<file path="src/rtl/control_unit.sv">
// Control sequencer for the single-bus datapath: one T-state per clock, fetch in T0-T2,
// then per-opcode execute steps in T3-T7. Strobes decode the current state and the live IR.
module control_unit #(
  parameter int unsigned OPCODE_W = 5,
  parameter int unsigned IR_W     = 32
) (
  input  logic                Clock,
  input  logic                Reset,
  input  logic [IR_W-1:0]     IR,
  input  logic                CON_FF,
  input  logic                Stop,
  output logic                PCout,
  output logic                Zhighout,
  output logic                Zlowout,
  output logic                MDRout,
  output logic                HIout,
  output logic                LOout,
  output logic                InPortout,
  output logic                Cout,
  output logic                BAout,
  output logic                Rout,
  output logic                PCin,
  output logic                IRin,
  output logic                Yin,
  output logic                Zin,
  output logic                MARin,
  output logic                MDRin,
  output logic                HIin,
  output logic                LOin,
  output logic                Rin,
  output logic                CONin,
  output logic                OutPortin,
  output logic                Gra,
  output logic                Grb,
  output logic                Grc,
  output logic                IncPC,
  output logic                Read,
  output logic                Write,
  output logic [OPCODE_W-1:0] alu_op,
  output logic                Run
);

  localparam logic [OPCODE_W-1:0] OP_LD   = OPCODE_W'(0);
  localparam logic [OPCODE_W-1:0] OP_LDI  = OPCODE_W'(1);
  localparam logic [OPCODE_W-1:0] OP_ST   = OPCODE_W'(2);
  localparam logic [OPCODE_W-1:0] OP_ADD  = OPCODE_W'(3);
  localparam logic [OPCODE_W-1:0] OP_AND  = OPCODE_W'(5);
  localparam logic [OPCODE_W-1:0] OP_OR   = OPCODE_W'(6);
  localparam logic [OPCODE_W-1:0] OP_ROL  = OPCODE_W'(11);
  localparam logic [OPCODE_W-1:0] OP_ADDI = OPCODE_W'(12);
  localparam logic [OPCODE_W-1:0] OP_ANDI = OPCODE_W'(13);
  localparam logic [OPCODE_W-1:0] OP_ORI  = OPCODE_W'(14);
  localparam logic [OPCODE_W-1:0] OP_MUL  = OPCODE_W'(15);
  localparam logic [OPCODE_W-1:0] OP_DIV  = OPCODE_W'(16);
  localparam logic [OPCODE_W-1:0] OP_NEG  = OPCODE_W'(17);
  localparam logic [OPCODE_W-1:0] OP_NOT  = OPCODE_W'(18);
  localparam logic [OPCODE_W-1:0] OP_BR   = OPCODE_W'(19);
  localparam logic [OPCODE_W-1:0] OP_JR   = OPCODE_W'(20);
  localparam logic [OPCODE_W-1:0] OP_IN   = OPCODE_W'(22);
  localparam logic [OPCODE_W-1:0] OP_OUT  = OPCODE_W'(23);
  localparam logic [OPCODE_W-1:0] OP_MFHI = OPCODE_W'(24);
  localparam logic [OPCODE_W-1:0] OP_MFLO = OPCODE_W'(25);
  localparam logic [OPCODE_W-1:0] OP_HALT = OPCODE_W'(27);

  typedef enum logic [3:0] {
    RST  = 4'd0,
    T0   = 4'd1,
    T1   = 4'd2,
    T2   = 4'd3,
    T3   = 4'd4,
    T4   = 4'd5,
    T5   = 4'd6,
    T6   = 4'd7,
    T7   = 4'd8,
    HALT = 4'd9
  } state_e;

  state_e              state_q, state_d;
  logic                last_step;
  logic [OPCODE_W-1:0] op;
  logic                is_mem, is_rtype, is_imm, is_md, is_unary;
  logic                unused_ir;

  assign op        = IR[IR_W-1 -: OPCODE_W];
  assign unused_ir = ^IR[IR_W-OPCODE_W-1:0];

  assign is_mem   = (op == OP_LD) || (op == OP_LDI) || (op == OP_ST);
  assign is_rtype = (op >= OP_ADD) && (op <= OP_ROL);
  assign is_imm   = (op >= OP_ADDI) && (op <= OP_ORI);
  assign is_md    = (op == OP_MUL) || (op == OP_DIV);
  assign is_unary = (op == OP_NEG) || (op == OP_NOT);

  // Strobe decode, end-of-instruction detection and next state.
  always_comb begin
    PCout = 1'b0; Zhighout = 1'b0; Zlowout = 1'b0; MDRout = 1'b0; HIout = 1'b0;
    LOout = 1'b0; InPortout = 1'b0; Cout = 1'b0; BAout = 1'b0; Rout = 1'b0;
    PCin = 1'b0; IRin = 1'b0; Yin = 1'b0; Zin = 1'b0; MARin = 1'b0; MDRin = 1'b0;
    HIin = 1'b0; LOin = 1'b0; Rin = 1'b0; CONin = 1'b0; OutPortin = 1'b0;
    Gra = 1'b0; Grb = 1'b0; Grc = 1'b0; IncPC = 1'b0; Read = 1'b0; Write = 1'b0;
    alu_op    = '0;
    last_step = 1'b0;
    Run       = (state_q != RST) && (state_q != HALT);
    state_d   = state_q;

    unique case (state_q)
      T0: begin PCout = 1'b1; MARin = 1'b1; IncPC = 1'b1; Zin = 1'b1; end
      T1: begin Zlowout = 1'b1; PCin = 1'b1; Read = 1'b1; MDRin = 1'b1; end
      T2: begin MDRout = 1'b1; IRin = 1'b1; end
      T3: begin
        if (is_mem) begin
          Grb = 1'b1; BAout = 1'b1; Yin = 1'b1;
        end else if (is_rtype || is_imm) begin
          Grb = 1'b1; Rout = 1'b1; Yin = 1'b1;
        end else if (is_unary) begin
          Grb = 1'b1; Rout = 1'b1; Zin = 1'b1; alu_op = op;
        end else if (is_md) begin
          Gra = 1'b1; Rout = 1'b1; Yin = 1'b1;
        end else if (op == OP_BR) begin
          Gra = 1'b1; Rout = 1'b1; CONin = 1'b1;
        end else begin
          last_step = (op != OP_HALT);
          unique case (op)
            OP_JR:   begin Gra = 1'b1; Rout = 1'b1; PCin = 1'b1; end
            OP_IN:   begin InPortout = 1'b1; Gra = 1'b1; Rin = 1'b1; end
            OP_OUT:  begin Gra = 1'b1; Rout = 1'b1; OutPortin = 1'b1; end
            OP_MFHI: begin HIout = 1'b1; Gra = 1'b1; Rin = 1'b1; end
            OP_MFLO: begin LOout = 1'b1; Gra = 1'b1; Rin = 1'b1; end
            default: ;
          endcase
        end
      end
      T4: begin
        if (is_mem) begin
          Cout = 1'b1; Zin = 1'b1; alu_op = OP_ADD;
        end else if (is_rtype) begin
          Grc = 1'b1; Rout = 1'b1; Zin = 1'b1; alu_op = op;
        end else if (is_imm) begin
          Cout = 1'b1; Zin = 1'b1;
          alu_op = (op == OP_ANDI) ? OP_AND : (op == OP_ORI) ? OP_OR : OP_ADD;
        end else if (is_unary) begin
          Zlowout = 1'b1; Gra = 1'b1; Rin = 1'b1; last_step = 1'b1;
        end else if (is_md) begin
          Grb = 1'b1; Rout = 1'b1; Zin = 1'b1; alu_op = op;
        end else if (op == OP_BR) begin
          PCout = 1'b1; Yin = 1'b1;
        end else begin
          last_step = 1'b1;
        end
      end
      T5: begin
        if (op == OP_LD || op == OP_ST) begin
          Zlowout = 1'b1; MARin = 1'b1;
        end else if (op == OP_LDI || is_rtype || is_imm) begin
          Zlowout = 1'b1; Gra = 1'b1; Rin = 1'b1; last_step = 1'b1;
        end else if (is_md) begin
          Zlowout = 1'b1; LOin = 1'b1;
        end else if (op == OP_BR) begin
          Cout = 1'b1; Zin = 1'b1; alu_op = OP_ADD;
        end else begin
          last_step = 1'b1;
        end
      end
      T6: begin
        if (op == OP_LD) begin
          Read = 1'b1; MDRin = 1'b1;
        end else if (op == OP_ST) begin
          Gra = 1'b1; Rout = 1'b1; MDRin = 1'b1;
        end else if (is_md) begin
          Zhighout = 1'b1; HIin = 1'b1; last_step = 1'b1;
        end else begin
          // Branch target reaches the PC only when the condition flip-flop is set.
          Zlowout   = (op == OP_BR) && CON_FF;
          PCin      = (op == OP_BR) && CON_FF;
          last_step = 1'b1;
        end
      end
      T7: begin
        if (op == OP_LD) begin
          MDRout = 1'b1; Gra = 1'b1; Rin = 1'b1;
        end else if (op == OP_ST) begin
          Write = 1'b1;
        end
        last_step = 1'b1;
      end
      default: ;
    endcase

    unique case (state_q)
      RST:     state_d = T0;
      T0:      state_d = T1;
      T1:      state_d = T2;
      T2:      state_d = T3;
      HALT:    state_d = HALT;
      default: begin
        if (state_q == T3 && op == OP_HALT) begin
          state_d = HALT;
        end else if (last_step) begin
          state_d = Stop ? HALT : T0;
        end else begin
          unique case (state_q)
            T3:      state_d = T4;
            T4:      state_d = T5;
            T5:      state_d = T6;
            T6:      state_d = T7;
            default: state_d = T0;
          endcase
        end
      end
    endcase
  end

  // State register; reset forces RST and thereby drops every strobe at once.
  always_ff @(posedge Clock or negedge Reset) begin
    if (!Reset) begin
      state_q <= RST;
    end else begin
      state_q <= state_d;
    end
  end

endmodule

</file>
<file path="config.mk">
export PLATFORM = sky130hd
export DESIGN_NAME = control_unit
export DESIGN_NICKNAME = d
export VERILOG_FILES = /design/src/rtl/control_unit.sv
export SDC_FILE = /design/constraint.sdc
export NUM_CORES = 1
export LEC_CHECK = 0
export CAP_MARGIN = 20
export CORE_ASPECT_RATIO = 1.4
export CORE_MARGIN = 2
export CORE_UTILIZATION = 40
export DETAILED_ROUTE_END_ITERATION = 7
export GPL_TIMING_DRIVEN = 0
export PLACE_DENSITY = 0.87
export SYNTH_ARGS = -nofsm -noshare
export SYNTH_HDL_FRONTEND = slang
export SYNTH_SLANG_ARGS = --single-unit
</file>
<file path="constraint.sdc">
create_clock -name Clock -period 3.75 [get_ports Clock]
set_input_delay 0.5625 -clock Clock [delete_from_list [all_inputs] [get_ports Clock]]
set_output_delay 0.5625 -clock Clock [all_outputs]
set_load 0.005 [all_outputs]
</file>
==> results.sh <==
export IMPL_status="completed"
export IMPL_synth_edf_count=0
export IMPL_cts_buffer_depth=2
export IMPL_slowest_stage="clkdlybuf4s50_1"
export IMPL_largest_register_ffs=4
export IMPL_num_antenna_cells=0
export IMPL_ctsHtreeMaxLevel=1
export IMPL_crit_path_start_kind="input port"
export IMPL_cts_resized=0
export IMPL_arrival_ns=2.88
export IMPL_totalWireLength_mm=3.850
export IMPL_nets=242
export IMPL_pwr_share_clk_pct=7.8
export IMPL_finClkSkew_ns=0.007545
export IMPL_rows=22
export IMPL_dpl_hpwl_mm=2.973
export IMPL_portBuffers=41
export IMPL_report_final_hold_viol_count=0
export IMPL_r2r_end="state_q[2]$_DFF_PN0_"
export IMPL_comb_power_share_pct=79.2
export IMPL_drtAntennaViolNets=0
export IMPL_cpMostUsedCell="clkdlybuf4s50_1"
export IMPL_cts_setup_buffers=0
export IMPL_drive_above_1_share_pct=9.314
export IMPL_power_switching_uw=318.4
export IMPL_reg2reg_depth=3
export IMPL_synth_async_reset_ratio_pct=100.0
export IMPL_intPower_uw=401.5
export IMPL_start_util_pct=41.58
export IMPL_first_global_vias=1378
export IMPL_syn_to_final_growth_pct=43.96
export IMPL_grt_pass1_wl_mm=6.417
export IMPL_synthTopCellsByArea="dfrtp_1, nand2_1, nor2_1, o211ai_1, a21oi_1"
export IMPL_antenna_found_initial=0
export IMPL_tns_ns=0
export IMPL_ys_seq_area_share_pct=9.206
export IMPL_dp_cells=237
export IMPL_fin_crit_ns=3.444
export IMPL_reg_top3="state_q: 4 flops"
export IMPL_cp_endpoint="Zlowout"
export IMPL_design_area_mm2=0.001565
export IMPL_synth_common_cells="nand2_1, nor2_1, a21oi_1, buf_2"
export IMPL_drt_iter0_markers=50
export IMPL_clk_latency_ns=0.25
export IMPL_netlist_instances=160
export IMPL_clock_sinks=4
export IMPL_cp_end_kind="output port"
export IMPL_worstMarginPinSlew_ns=0.5565
export IMPL_critical_path_buf_inv_count=4
export IMPL_place_area_mm2=0.001543
export IMPL_dr_pass1_iters=4
export IMPL_max_freq_mhz=290.3
export IMPL_critPathLaunch="IR[31]"
export IMPL_cp_required_ns=3.19
export IMPL_synth_flop_cell="dfrtp_1"
export IMPL_root_buffer="clkbuf_4"
export IMPL_fin_crit_sh_pct=91.85
export IMPL_dieArea_mm2=0.003157
export IMPL_crit_chain="clkdlybuf4s50_1, buf_1, clkbuf_1, a32oi_1, o211ai_1, clkdlybuf4s50_1"
export IMPL_crit_cells=6
export IMPL_syn_num_nets=196
export IMPL_cts_hold_buffers_added=0
export IMPL_reg2reg_slack_ns=1.93
export IMPL_slew_headroom_pct=62.80
export IMPL_ys_ff_latch=4
export IMPL_cts_buffers=3
export IMPL_grt_use_total_pct=27.34
export IMPL_synth_avg_cell_area_um2=6.796
export IMPL_io_pins=69
export IMPL_regMostFlops="state_q"
export IMPL_yosysMostFrequentCell="nand2_1"
export IMPL_die_w_um=48.07
export IMPL_slowest_delay_ns=0.56
export IMPL_sw_frac_of_total_pct=44.23
export IMPL_crit_family="buffers and inverters"
export IMPL_drt_wirelength_per_cell_um=16.04
export IMPL_vias=1464
export IMPL_r2r_start="state_q[3]$_DFF_PN0_"
export IMPL_path_max_fanout=10
export IMPL_via_per_inst=6.100
export IMPL_syn_cell_area_mm2=0.001087
export IMPL_power_frac_seq_pct=13.0
export IMPL_final_instance_count_excl_fill=240
export IMPL_yosysUniqueCellTypes=50
export IMPL_hold_path_class="in -> async"
export IMPL_die_h_um=65.69
export IMPL_yosys_warnings=0
export IMPL_final_max_slew_viol_count=0
export IMPL_final_setup_viol_count=0
export IMPL_powerDensity_mw_per_mm2=460.0
export IMPL_place_congestion=1.012
export IMPL_grt_ovfl_total=0
export IMPL_rsz0062_at_grt="no"
export IMPL_yosys_area_top_type="dfrtp_1"
export IMPL_drc_errors=0
export IMPL_final_util_pct=59.86
export IMPL_critPathKind="in -> out"
export IMPL_clk_pin_slew_ns=0.04
export IMPL_p_leak_nw=0.5629
export IMPL_ir_drop_mv=0.4244
export IMPL_grt_max_degree=11
export IMPL_synth_top_area_share_pct=9.206
export IMPL_cts_tree="done"
export IMPL_cap_violations=0
export IMPL_core_area_mm2=0.002615
-- placed cells by master (no fill, tap or decap), types with 6 or more instances in the layout --
| cell type | count |
|---|---|
| nand2b_1 | 6 |
| nor2_1 | 13 |
| a21oi_1 | 8 |
| nand2_1 | 17 |
| o22ai_1 | 6 |
| o211ai_1 | 6 |
| clkdlybuf4s50_1 | 41 |
| buf_2 | 8 |
-- worst min path at each step --
stage | start | to | slack (ns) | depth (start not counted)
floorplan | Reset | state_q[0]$_DFF_PN0_ | 0.27 | 0
global placement | state_q[0]$_DFF_PN0_ | state_q[0]$_DFF_PN0_ | 0.73 | 2
detailed placement | state_q[0]$_DFF_PN0_ | state_q[0]$_DFF_PN0_ | 0.75 | 2
CTS | Reset | state_q[1]$_DFF_PN0_ | 0.51 | 1
global route | Reset | state_q[1]$_DFF_PN0_ | 0.52 | 1
finish | Reset | state_q[1]$_DFF_PN0_ | 0.51 | 1
-- routing by layer --
layer / part of all wire, % / global-route usage [%]
met2: 51 / 42.67
met1: 40 / 35.34
met5: 0 / 0
met4: 3.1 / 15.20
met3: 5.8 / 2.198
-- through the flow --
step	total power [mW]	setup slack (ns)	hold WS, ns
detailed placement	0.6585	0.3405	0.7454
global route	0.7865	0.2055	0.5207
finish	0.7200	0.3056	0.5099
floorplan	0.4130	1.527	0.2669
CTS	0.7206	0.3588	0.5120
global placement	0.6520	0.3628	0.7291
-- area by class of cell --
type | count | area, µm²
inverter | 3 | 11.26
tap | 36 | 45.04
sequential | 4 | 100.1
timing repair buffer | 41 | 410.4
clock buffer | 3 | 22.52
buffer | 17 | 77.57
multi-input combinational | 136 | 898.4
fill | 263 | 1050
-- worst register-to-register path, cell delays in order, from the launching register on --
cell and delay [ns]:
dfrtp_1 0.45, nand4bb_1 0.35, or4_1 0.64, a31o_1 0.25
-- power by group through the flow --
| stage | clock [mW] | combinational (mW) | sequential [mW] |
|---|---|---|---|
| after floorplan | 0 | 0.327 | 0.0861 |
| after global placement | 0 | 0.562 | 0.0903 |
| after detailed placement | 0 | 0.565 | 0.0931 |
| after CTS | 0.0578 | 0.570 | 0.0929 |
| after global routing | 0.0601 | 0.626 | 0.101 |
| final | 0.0563 | 0.570 | 0.0937 |
-- cell families after synthesis --
family                    after synthesis  synth area share, %
AOI/OAI and AO/OA                      49                31.19
and+or+nand+nor                        80                45.22
xor gates and xnor gates                3                2.417
muxes                                   4                3.798
buffers and inverters                  20                8.171
DFF                                     4                9.206
(Power assumes the default switching activity.)
